--- src/rtl/mem_bus_arbiter.sv ---
// Two-master round-robin arbiter for the native valid/ready memory bus.
// m0 is the CPU, m1 a DMA/coprocessor master, and the single slave port
// leads to bus_interface. Only one transaction is in flight at a time.
// A watchdog ends stalled slave accesses with an error response, so a
// master is never left waiting forever.
//
// Handshake: a master raises valid with stable instr/addr/wstrb/wdata and
// holds them until it sees its ready pulse. A transfer completes in the
// single cycle where the owner's ready is high. The arbiter raises s_valid
// only while it owns a grant, and treats s_ready as a completion only in
// that state. s_ready seen while idle (a late registered echo from the
// slave) is ignored.
module mem_bus_arbiter #(
    parameter int          TIMEOUT_CYCLES = 64,
    parameter logic [31:0] ERR_RDATA      = 32'hDEADBEEF,
    parameter int          CNT_W          = $clog2(TIMEOUT_CYCLES + 1)
) (
    input  logic        clk,
    input  logic        reset,
    input  logic        m0_valid,
    input  logic        m0_instr,
    input  logic [31:0] m0_addr,
    input  logic [3:0]  m0_wstrb,
    input  logic [31:0] m0_wdata,
    output logic        m0_ready,
    output logic [31:0] m0_rdata,
    input  logic        m1_valid,
    input  logic [31:0] m1_addr,
    input  logic [3:0]  m1_wstrb,
    input  logic [31:0] m1_wdata,
    output logic        m1_ready,
    output logic [31:0] m1_rdata,
    output logic        s_valid,
    output logic        s_instr,
    output logic [31:0] s_addr,
    output logic [3:0]  s_wstrb,
    output logic [31:0] s_wdata,
    input  logic        s_ready,
    input  logic [31:0] s_rdata,
    output logic [1:0]  grant,
    output logic        bus_err,
    output logic        err_master
);

    typedef enum logic [1:0] {
        IDLE = 2'd0,
        GNT0 = 2'd1,
        GNT1 = 2'd2
    } state_t;

    state_t           state_q;
    logic [CNT_W-1:0] cnt_q;
    logic             last_grant_q;   // 0 = m0 was served last, 1 = m1
    logic             err_master_q;

    logic own0;
    logic own1;
    logic granted;
    logic timeout;

    assign own0    = (state_q == GNT0);
    assign own1    = (state_q == GNT1);
    assign granted = own0 | own1;

    // A slave answer in the last allowed cycle wins over the watchdog.
    assign timeout = granted && !s_ready && (cnt_q == CNT_W'(TIMEOUT_CYCLES - 1));

    assign s_valid    = granted;
    assign s_instr    = own0 & m0_instr;
    assign grant      = {own1, own0};
    assign bus_err    = timeout;
    assign err_master = err_master_q;

    assign m0_ready = own0 & (s_ready | timeout);
    assign m1_ready = own1 & (s_ready | timeout);
    assign m0_rdata = own0 ? (timeout ? ERR_RDATA : s_rdata) : 32'h0;
    assign m1_rdata = own1 ? (timeout ? ERR_RDATA : s_rdata) : 32'h0;

    // Route the owner's request fields to the slave; drive zeros when idle.
    always_comb begin
        s_addr  = 32'h0;
        s_wstrb = 4'h0;
        s_wdata = 32'h0;
        if (own0) begin
            s_addr  = m0_addr;
            s_wstrb = m0_wstrb;
            s_wdata = m0_wdata;
        end else if (own1) begin
            s_addr  = m1_addr;
            s_wstrb = m1_wstrb;
            s_wdata = m1_wdata;
        end
    end

    // Arbitration FSM with watchdog counter, round-robin pointer and error owner.
    always_ff @(posedge clk) begin
        if (!reset) begin
            state_q      <= IDLE;
            cnt_q        <= '0;
            last_grant_q <= 1'b1;
            err_master_q <= 1'b0;
        end else begin
            case (state_q)
                IDLE: begin
                    cnt_q <= '0;
                    if (m0_valid && m1_valid) begin
                        state_q <= last_grant_q ? GNT0 : GNT1;
                    end else if (m0_valid) begin
                        state_q <= GNT0;
                    end else if (m1_valid) begin
                        state_q <= GNT1;
                    end
                end
                GNT0, GNT1: begin
                    if (s_ready || timeout) begin
                        state_q      <= IDLE;
                        cnt_q        <= '0;
                        last_grant_q <= own1;
                        if (timeout) begin
                            err_master_q <= own1;
                        end
                    end else begin
                        cnt_q <= cnt_q + CNT_W'(1);
                    end
                end
                default: begin
                    state_q <= IDLE;
                    cnt_q   <= '0;
                end
            endcase
        end
    end

endmodule
--- config.mk ---
export PLATFORM = sky130hd
export DESIGN_NAME = mem_bus_arbiter
export DESIGN_NICKNAME = d
export VERILOG_FILES = /design/src/rtl/mem_bus_arbiter.sv
export SDC_FILE = /design/constraint.sdc
export NUM_CORES = 1
export LEC_CHECK = 0
export ABC_CLOCK_PERIOD_IN_PS = 4700
export BUFFER_PORTS_ARGS = -buffer_cell sky130_fd_sc_hd__buf_4
export CAP_MARGIN = 20
export CORE_AREA = 2 2 122 124
export CTS_CLUSTER_DIAMETER = 50
export CTS_CLUSTER_SIZE = 24
export DETAILED_ROUTE_END_ITERATION = 10
export DIE_AREA = 0 0 124 126
export GPL_TIMING_DRIVEN = 0
export PLACE_DENSITY = 0.42
export SYNTH_ARGS = -nofsm -noshare
export SYNTH_HDL_FRONTEND = slang
export SYNTH_SLANG_ARGS = --single-unit
--- constraint.sdc ---
create_clock -name clk -period 4.7 [get_ports clk]
set_clock_uncertainty 0.15 [all_clocks]
set_input_delay 0.235 -clock clk [delete_from_list [all_inputs] [get_ports clk]]
set_output_delay 0.235 -clock clk [all_outputs]
set_load 0.005 [all_outputs]
==> impl_metrics.ini, run 1 <==
[critical_path]
startpoint_type = flip-flop
cp.required_ns = 4.32
end_kind = primary output
crit_path_frequent_cell = clkbuf_1
crit_fanout = 10
cp_cell_sequence = inv_1 > ha_1 > clkbuf_1 > clkbuf_1 > a22o_1 > buf_4
critPathTopFamily = buffers and inverters
path_class = flip-flop to primary output
cpPeakStageDelay_ns = 0.51
critical_path_buf_inv_count = 4
critical_path_arrival_ns = 2.23
crit_slowest_cell = clkbuf_1

[min_path]
hp-class = input pin to flip-flop

[routing]
route.antenna.remaining_nets = 0
drt-initial-drc-count = 91
viasPerCell = 4.31
routed_wl_um = 14500
drc = 0
first_pass_iters = 4
wl_per_cell_um = 20.0
num_vias = 3120

[clock_tree]
clk_pin_slew_ns = 0.04
htreeDepth = 1
postCtsSetupBuffers = 0
clk_path_buf_depth = 2
cts_sinks = 11
root_buffer = clkbuf_16
clk_latency_ns = 0.24
cts_tree = built
cts_resized = 0
numCtsBuffers = 3
hold_buffers = 0

[global_routing]
grt_first_pass_wirelength_um = 19400
grtUsageTotal_pct = 16.5
antenna_found_initial = 0
grt-ovfl-total = 0
grt_pass1_vias = 3061
grt_max_degree = 11

[synth]
synthCells = 224
synth_fa_ha_area_share_pct = 2.73
ys_ff_latch = 11
ys.warnings.count = 0
synth_top_area_cell = a22o_1
netlist_area_mm2 = 0.00183
synth_cell_types = 34
synth_mux_area_share_pct = 0
synth_compound_area_share_pct = 57.8
ys_seq_area_share_pct = 12.0
ys_async_sr_fraction_pct = 0
synth_edf_count = 0
synth_nets = 402
yosys-top-cells-count = a22o_1, o21a_1, clkbuf_1, dfxtp_1, and3_2
synthTopCellsByArea = a22o_1, o21a_1, dfxtp_1, and3_2, buf_6
synth_top_area_share_pct = 32.5
synthSimpleGateAreaFrac_pct = 14.5
synth_top_family_by_area = compound AO/OA/AOI/OAI gates
synth_ff_type = dfxtp_1
syn_avg_cell_area_um2 = 8.19
yosysMostFrequentCell = a22o_1
synth_xor_area_share_pct = 1.91

[sta]
rsz0062_at_grt = false
setup-violations-final = 0
worstMarginPinSlew_ns = 0.616
hold_violations = 0
fin_tns_setup_ns = 0
slew_headroom_pct = 59.0
fmax_mhz = 383
period_share_pct = 55.5
period_minus_slack_ns = 2.61
slew_violations = 0

[placement]
port_buffers = 312
placed_cells = 720
place.gp.congestion = 0.824
dp_hpwl_um = 12500

[floorplanning]
start_util_pct = 12.8
die_area_mm2 = 0.0156
core_mm2 = 0.0143
die-width_um = 124
rows = 44
ios = 314
die_y_um = 126

[power_and_ir_drop]
peakVddDrop_mv = 0.0916
p_total_mw = 0.798
p_per_area_mw_per_mm2 = 178
p_leak_nw = 2.36

[status]
status = finished, final reports clean

[job]
cap_violations = 0

[final_layout]
area_growth_syn_to_layout_pct = 145
final_util_pct = 31.3
drive_gt1_share_pct = 63.9
fillCellCount = 1557
n_antenna_cell = 0
stdcell_count = 724
num-nets-final = 719
==> worst reg2reg max path: stages (launching register included) <==
cell      delay, ns
dfxtp_1        0.35
inv_1          0.07
ha_1           0.36
inv_1          0.08
nor4_1         0.47
nand3b_1       0.17
nand3_1        0.07
==> metal layers <==
metal | part of all wire, % | global-route usage (%) | vias up
li1 | - | - | 1505
met1 | 36 | 18.6 | 1461
met2 | 53 | 31.4 | 139
met3 | 8.8 | 3.85 | 15
met4 | 1.4 | 3.11 | 0
met5 | 0 | 0 | -
==> cell type report <==
| class | instances | area, um2 | area share (%) |
|---|---|---|---|
| Inverter | 5 | 23.8 | 0.530 |
| Multi-Input combinational cell | 176 | 1410 | 31.4 |
| Timing Repair Buffer | 312 | 2340 | 52.2 |
| Clock buffer | 4 | 78.8 | 1.76 |
| Sequential cell | 11 | 220 | 4.91 |
| Buffer | 32 | 180 | 4.02 |
| Tap cell | 184 | 230 | 5.13 |
==> power breakdown <==
part | leakage (nW) | switching [mW] | internal (mW)
combinational | 2.23 | 0.225 | 0.316
sequential | 0.0892 | 0.00277 | 0.0976
clock | 0.0382 | 0.0430 | 0.114
==> per-stage QoR <==
stage / worst slack, ns / hold slack [ns] / cell area, um2
after detailed placement: 2.30 / 0.291 / 4410
after global routing: 1.91 / 0.107 / 4490
after CTS: 2.03 / 0.106 / 4490
final: 2.09 / 0.105 / 4490
after floorplan: 2.84 / 0.239 / 1830
after global placement: 2.30 / 0.282 / 4410
==> flip-flops by register name, summed over array words and instances, names as in the netlist <==
name / count
state_q: 2
cnt_q: 7
last_grant_q: 1
err_master: 1
==> path summary, 6_finish.rpt <==
check | cells after the start | slack [ns] | endpoint | startpoint
max | 6 | 2.09 | s_wdata[22] | state_q[1]
min | 2 | 0.11 | state_q[0] | m0_valid
max reg2reg | 6 | 2.85 | last_grant_q | state_q[0]
min reg2reg | 1 | 0.30 | cnt_q[0] | cnt_q[0]
==> cell families after synthesis <==
group                      Yosys count
xor gates and xnor gates             4
and+or+nand+nor                     42
AOI/OAI and AO/OA                  126
buffers and inverters               37
DFF                                 11
adders and majority gates            4
==> layout by cell type (no fill, tap or decap), types with 2 or more instances in the layout <==
master / count
a22o_1: 68
a32o_1: 2
and3_1: 6
and3_2: 10
buf_2: 6
buf_4: 314
buf_6: 6
clkbuf_1: 18
clkbuf_16: 3
dfxtp_1: 11
ha_1: 4
inv_1: 4
nand2_1: 7
nand3_1: 3
nor2_1: 7
o21a_1: 50
xnor2_1: 2
xor2_1: 2
Note: power is estimated with default switching activity, not from simulation.
==> run 2: changes to the inputs <==
ABC_AREA = 1   (was unset)
ABC_CLOCK_PERIOD_IN_PS = 2700   (was 4700)
PLACE_DENSITY = 0.44   (was 0.42)
clock period = 2.7 ns   (was 4.7 ns; I/O delays follow)
==> run 2 against run 1 <==
Count of clock-buffer cells in the layout stayed put. Non-clock buffer count is 8 higher. Via count is 25% higher. Worst setup slack worse by 1.7 ns. Register-to-register slack worse by 2.0 ns. Cell count is 27% higher. Synthesized cell count is 87% higher. Total power grew to 3.7 times the previous value. Global-route usage is 0.23 points lower. Final area is 6.0% higher. First-iteration DRC count is 99% higher. Critical path type unchanged. Largest cell class unchanged. Largest power group unchanged.
==> impl_metrics.ini, run 2 <==
[status]
status = finished, final reports clean

[clock_tree]
postCtsSetupBuffers = 0
htreeDepth = 1
clk_pin_slew_ns = 0.04
clk_latency_ns = 0.24
cts_resized = 0
cts_tree = built
hold_buffers = 1
clk_path_buf_depth = 2
root_buffer = clkbuf_16
numCtsBuffers = 3
cts_sinks = 11

[routing]
wl_per_cell_um = 15.5
num_vias = 3908
drc = 0
route.antenna.remaining_nets = 0
viasPerCell = 4.24
first_pass_iters = 4
routed_wl_um = 14200
drt-initial-drc-count = 181

[global_routing]
grt_busiest_layer = met2
antenna_found_initial = 0
grt_pass1_vias = 3547
globalRouteMet1Util_pct = 20.4
grt-ovfl-total = 0
grt_first_pass_wirelength_um = 19800
grtUsageTotal_pct = 16.3
grtUsageMet2_pct = 29.7
grt_max_degree = 11
grtUsageMet3_pct = 2.22

[floorplanning]
core_mm2 = 0.0143
rows = 44
start_util_pct = 14.6
die_y_um = 126
die-width_um = 124
ios = 314
die_area_mm2 = 0.0156

[synth]
ys.warnings.count = 0
ys_seq_area_share_pct = 10.6
yosys-top-cells-count = nand2_1, nand3_1, a21oi_1, inv_1, nor3_1
netlist_area_mm2 = 0.00209
synth_nets = 597
synth_top_area_share_pct = 27.2
yosysMostFrequentCell = nand2_1
synth_ff_type = dfxtp_1
synthTopCellsByArea = nand2_1, nand3_1, a21oi_1, dfxtp_1, inv_1
synth_top_area_cell = nand2_1
synth_edf_count = 0
syn_avg_cell_area_um2 = 4.98
ys_async_sr_fraction_pct = 0
synthCells = 419
ys_ff_latch = 11
synth_cell_types = 24

[power_and_ir_drop]
internal_power_mw = 1.60
p_switching_mw = 1.37
clock_power_share_pct = 8.9
seq_power_share_pct = 6.8
peakVddDrop_mv = 0.253
netSwitchingFraction_pct = 46.2
combinationalPowerShare_pct = 84.3
p_per_area_mw_per_mm2 = 625
p_leak_nw = 2.82

[final_layout]
area_growth_syn_to_layout_pct = 128
n_antenna_cell = 0
num-nets-final = 916
layout_commonest_cell = buf_4
top_register = cnt_q
final_cell_mix = buf_4, nand2_1, nand3_1
drive_gt1_share_pct = 46.5
largestRegisters = cnt_q x7, state_q x2
largest_reg_flops = 7
final_util_pct = 33.2

[min_path]
whs_endpoint = last_grant_q
hold_start = s_ready
hp-class = input pin to flip-flop
whs_path_depth = 4

[critical_path]
worstRegToRegCells = 8
r2r-end = err_master
path_class = flip-flop to primary output
end_kind = primary output
cp.required_ns = 2.41
critical_path_arrival_ns = 2.03
reg2reg_slack_ns = 0.89
startpoint_type = flip-flop
crit_fanout = 10
rr_startpoint = state_q[0]

[placement]
pre_cts_ws_ns = 0.605
place.gp.congestion = 0.932
port_buffers = 313
dp_hpwl_um = 12000

[sta]
worstMarginPinSlew_ns = 0.676
hold_violations = 0
period_share_pct = 85.6
fin_tns_setup_ns = 0
slew_headroom_pct = 55.0
fmax_mhz = 432
period_minus_slack_ns = 2.31
slew_violations = 0
setup-violations-final = 0
rsz0062_at_grt = false
setup_slack_ns = 0.388

[job]
cap_violations = 0
-- run 2: worst max path at each step --
stage,end,cells past startpoint,startpoint
floorplan,m0_ready,9,state_q[0]
global placement,s_addr[31],8,state_q[1]
detailed placement,m0_rdata[29],9,state_q[0]
CTS,m0_rdata[29],9,state_q[0]
global route,s_wstrb[3],8,state_q[1]
finish,m0_rdata[29],9,state_q[0]
-- run 2: final cells by class --
type | instances | area (um2)
Inverter | 47 | 179
Clock buffer | 4 | 78.8
Timing Repair Buffer | 314 | 2360
Tap cell | 184 | 230
Multi-Input combinational cell | 323 | 1480
Fill cell | 1618 | 9560
Buffer | 38 | 204
Sequential cell | 11 | 220
-- run 2: routing by layer --
metal / share of wire [%] / vias up
li1: - / 1972
met1: 41 / 1756
met2: 51 / 168
met3: 7.0 / 12
met4: 1.1 / 0
met5: 0 / -
-- run 2: cells by family (layout without fill, tap and decap cells) --
kind of cell               Yosys count  count (layout)  share of synthesized area, %
adders and majority gates            4               4                          2.40
xor gates and xnor gates             2               2                         0.840
and+or+nand+nor                    259             259                          53.6
AOI/OAI and AO/OA                   58              58                          14.3
buffers and inverters               85             403                          18.4
DFF                                 11              11                          10.6
-- run 2: metrics by stage --
stage	hold WS [ns]	std cells	area, um2	total power, mW
finish	0.0701	921	4750	2.97
global route	0.107	921	4750	3.28
CTS	0.0718	921	4750	3.02
detailed placement	0.230	916	4670	2.74
global placement	0.227	916	4670	2.74
floorplan	0.0696	419	2090	1.27
-- run 2: power by group through the flow --
stage / Combinational [mW] / Sequential [mW] / Clock (mW)
finish: 2.51 / 0.202 / 0.265
global route: 2.79 / 0.206 / 0.287
CTS: 2.55 / 0.202 / 0.272
detailed placement: 2.54 / 0.205 / 0
global placement: 2.53 / 0.204 / 0
floorplan: 1.07 / 0.199 / 0
-- run 2: critical path, cell delays in order, from the launching register on --
cell	delay [ns]
dfxtp_1	0.36
inv_1	0.07
ha_1	0.31
inv_1	0.07
nor2_1	0.29
nand2_4	0.14
inv_4	0.15
buf_6	0.16
nor3_1	0.06
buf_4	0.17
==> run 3: changes to the inputs <==
ABC_CLOCK_PERIOD_IN_PS = 2500   (was 2700)
CELL_PAD_IN_SITES_DETAIL_PLACEMENT = 1   (was unset)
CELL_PAD_IN_SITES_GLOBAL_PLACEMENT = 1   (was unset)
CORE_AREA = 2 2 121 123   (was 2 2 122 124)
DIE_AREA = 0 0 123 125   (was 0 0 124 126)
PLACE_DENSITY = 0.75   (was 0.44)
clock period = 2.5 ns   (was 2.7 ns; I/O delays follow)
==> run 3 against run 2 <==
Worst setup slack worse by 0.20 ns. Count of clock-buffer cells in the layout unchanged. Flip-flop and latch count unchanged. Cell count unchanged. Total power up 8.8%. Via count up 1.3%. Wire length down 2.4%. Global-route usage up 0.46 points. Hold slack better by 0.0071 ns. Highest routed layer unchanged.
==> impl_metrics.ini, run 3 (synthesis results as in run 2) <==
[critical_path]
critical_path_buf_inv_count = 6
path_class = flip-flop to primary output
cp.required_ns = 2.23
critical_path_arrival_ns = 2.03
crit_fanout = 10
critPathTopFamily = buffers and inverters
crit_path_frequent_cell = buf_2
crit_slowest_cell = dfxtp_1
cp_cell_sequence = inv_1 > ha_1 > buf_2 > inv_1 > buf_2 > buf_2 > nand3_1 > nand2_1 > buf_4
startpoint_type = flip-flop
cpPeakStageDelay_ns = 0.36
end_kind = primary output

[clock_tree]
cts_sinks = 11
numCtsBuffers = 3
postCtsSetupBuffers = 0
clk_latency_ns = 0.24
clk_pin_slew_ns = 0.04
root_buffer = clkbuf_16
clk_path_buf_depth = 2
cts_tree = built
htreeDepth = 1

[global_routing]
grtUsageTotal_pct = 16.8
grt_busiest_layer = met2
grt_pass1_vias = 3923
globalRouteMet1Util_pct = 18.8
grt_first_pass_wirelength_um = 20700
antenna_found_initial = 0
grt_max_degree = 11
grt-ovfl-total = 0
grtUsageMet2_pct = 31.8
grtUsageMet3_pct = 3.79

[sta]
slew_violations = 0
hold_violations = 0
worstMarginPinSlew_ns = 0.602
fin_tns_setup_ns = 0
setup-violations-final = 0
period_minus_slack_ns = 2.31
slew_headroom_pct = 59.9
fin_hold_ws_ns = 0.0773
rsz0062_at_grt = false
period_share_pct = 92.3
fmax_mhz = 433

[routing]
drt-initial-drc-count = 114
num_vias = 3958
route.antenna.remaining_nets = 0
routed_wl_um = 13900
drc = 0
viasPerCell = 4.30
first_pass_iters = 4
wl_per_cell_um = 15.1

[power_and_ir_drop]
combinationalPowerShare_pct = 84.1
internal_power_mw = 1.73
clock_power_share_pct = 9.2
p_leak_nw = 2.82
seq_power_share_pct = 6.8
p_switching_mw = 1.50
netSwitchingFraction_pct = 46.4
peakVddDrop_mv = 0.272
p_per_area_mw_per_mm2 = 680

[final_layout]
area_growth_syn_to_layout_pct = 128
final_cell_mix = buf_4, nand2_1, nand3_1
layout_commonest_cell = buf_4
n_antenna_cell = 0
top_register = cnt_q
largestRegisters = cnt_q x7, state_q x2
fillCellCount = 1928
drive_gt1_share_pct = 46.8
num-nets-final = 916
largest_reg_flops = 7

[status]
status = finished, final reports clean

[floorplanning]
die-width_um = 123
start_util_pct = 14.7
die_y_um = 125
core_mm2 = 0.0142
rows = 44
die_area_mm2 = 0.0154
ios = 314

[placement]
place.gp.congestion = 0.839
port_buffers = 313
dp_hpwl_um = 11800

[job]
cap_violations = 0

[min_path]
hp-class = input pin to flip-flop
-- run 3: cell types whose count changed in the layout (fill, tap and decap cells not counted) --
cell / change
buf_1: -1
buf_2: -1
clkbuf_2: +2
clkbuf_1: -1
clkbuf_4: +1
-- run 3: power groups by stage --
| stage | combinational, mW | clock (mW) | sequential (mW) |
|---|---|---|---|
| finish | 2.72 | 0.296 | 0.219 |
| floorplan | 1.15 | 0 | 0.215 |
| detailed placement | 2.76 | 0 | 0.221 |
| CTS | 2.77 | 0.305 | 0.219 |
| global placement | 2.74 | 0 | 0.221 |
| global route | 3.03 | 0.319 | 0.222 |
-- run 3: area by class of cell --
class	count	area (um2)	share of cell area, %
well taps	184	230	4.84
plain buffers	38	209	4.39
multi-input cells	323	1480	31.2
inverters	47	179	3.76
flip-flops and latches	11	220	4.63
clock buffers	4	78.8	1.66
repair buffers	314	2360	49.6
-- run 3: worst register-to-register path: cells and delay by family, from the launching register on --
kind / cells / cell delay, ns
AND/OR/NAND/NOR: 2 / 0.57
adder cells (fa/ha/maj): 1 / 0.31
AO/OA/AOI/OAI: 1 / 0.20
buffers and inverters: 2 / 0.16
flip-flops: 1 / 0.36
-- run 3: worst paths after layout --
check / slack, ns / cells after the start / endpoint / startpoint
hold / removal: 0.08 / 4 / last_grant_q / s_ready
setup / recovery: 0.19 / 9 / s_wdata[29] / state_q[1]
setup reg to reg: 0.69 / 6 / cnt_q[3] / state_q[1]
hold reg to reg: 0.31 / 1 / cnt_q[0] / cnt_q[0]
-- run 3: metrics by stage --
| stage | setup slack (ns) | util (%) | power [mW] | cells | cell area [um2] |
|---|---|---|---|---|---|
| global route | 0.00793 | 33.5 | 3.57 | 921 | 4760 |
| detailed placement | 0.328 | 32.8 | 2.98 | 916 | 4670 |
| global placement | 0.331 | 32.8 | 2.96 | 916 | 4670 |
| CTS | 0.0480 | 33.5 | 3.30 | 921 | 4750 |
| floorplan | 0.824 | - | 1.37 | 419 | 2090 |
| finish | 0.191 | 33.5 | 3.24 | 921 | 4760 |
-- run 3: timing repair --
action,in CTS,in global routing
endpoints found under the hold margin,2,0
hold buffers,1,0
resized for setup,0,4
endpoints found under the setup margin,0,6
-- run 3: routing by layer --
metal / vias to the layer above / wire, um / part of all wire (%)
li1: 1972 / - / -
met1: 1795 / 5220 / 38
met2: 178 / 7160 / 51
met3: 13 / 1350 / 9.7
met4: 0 / 178 / 1.3
met5: - / 0 / 0
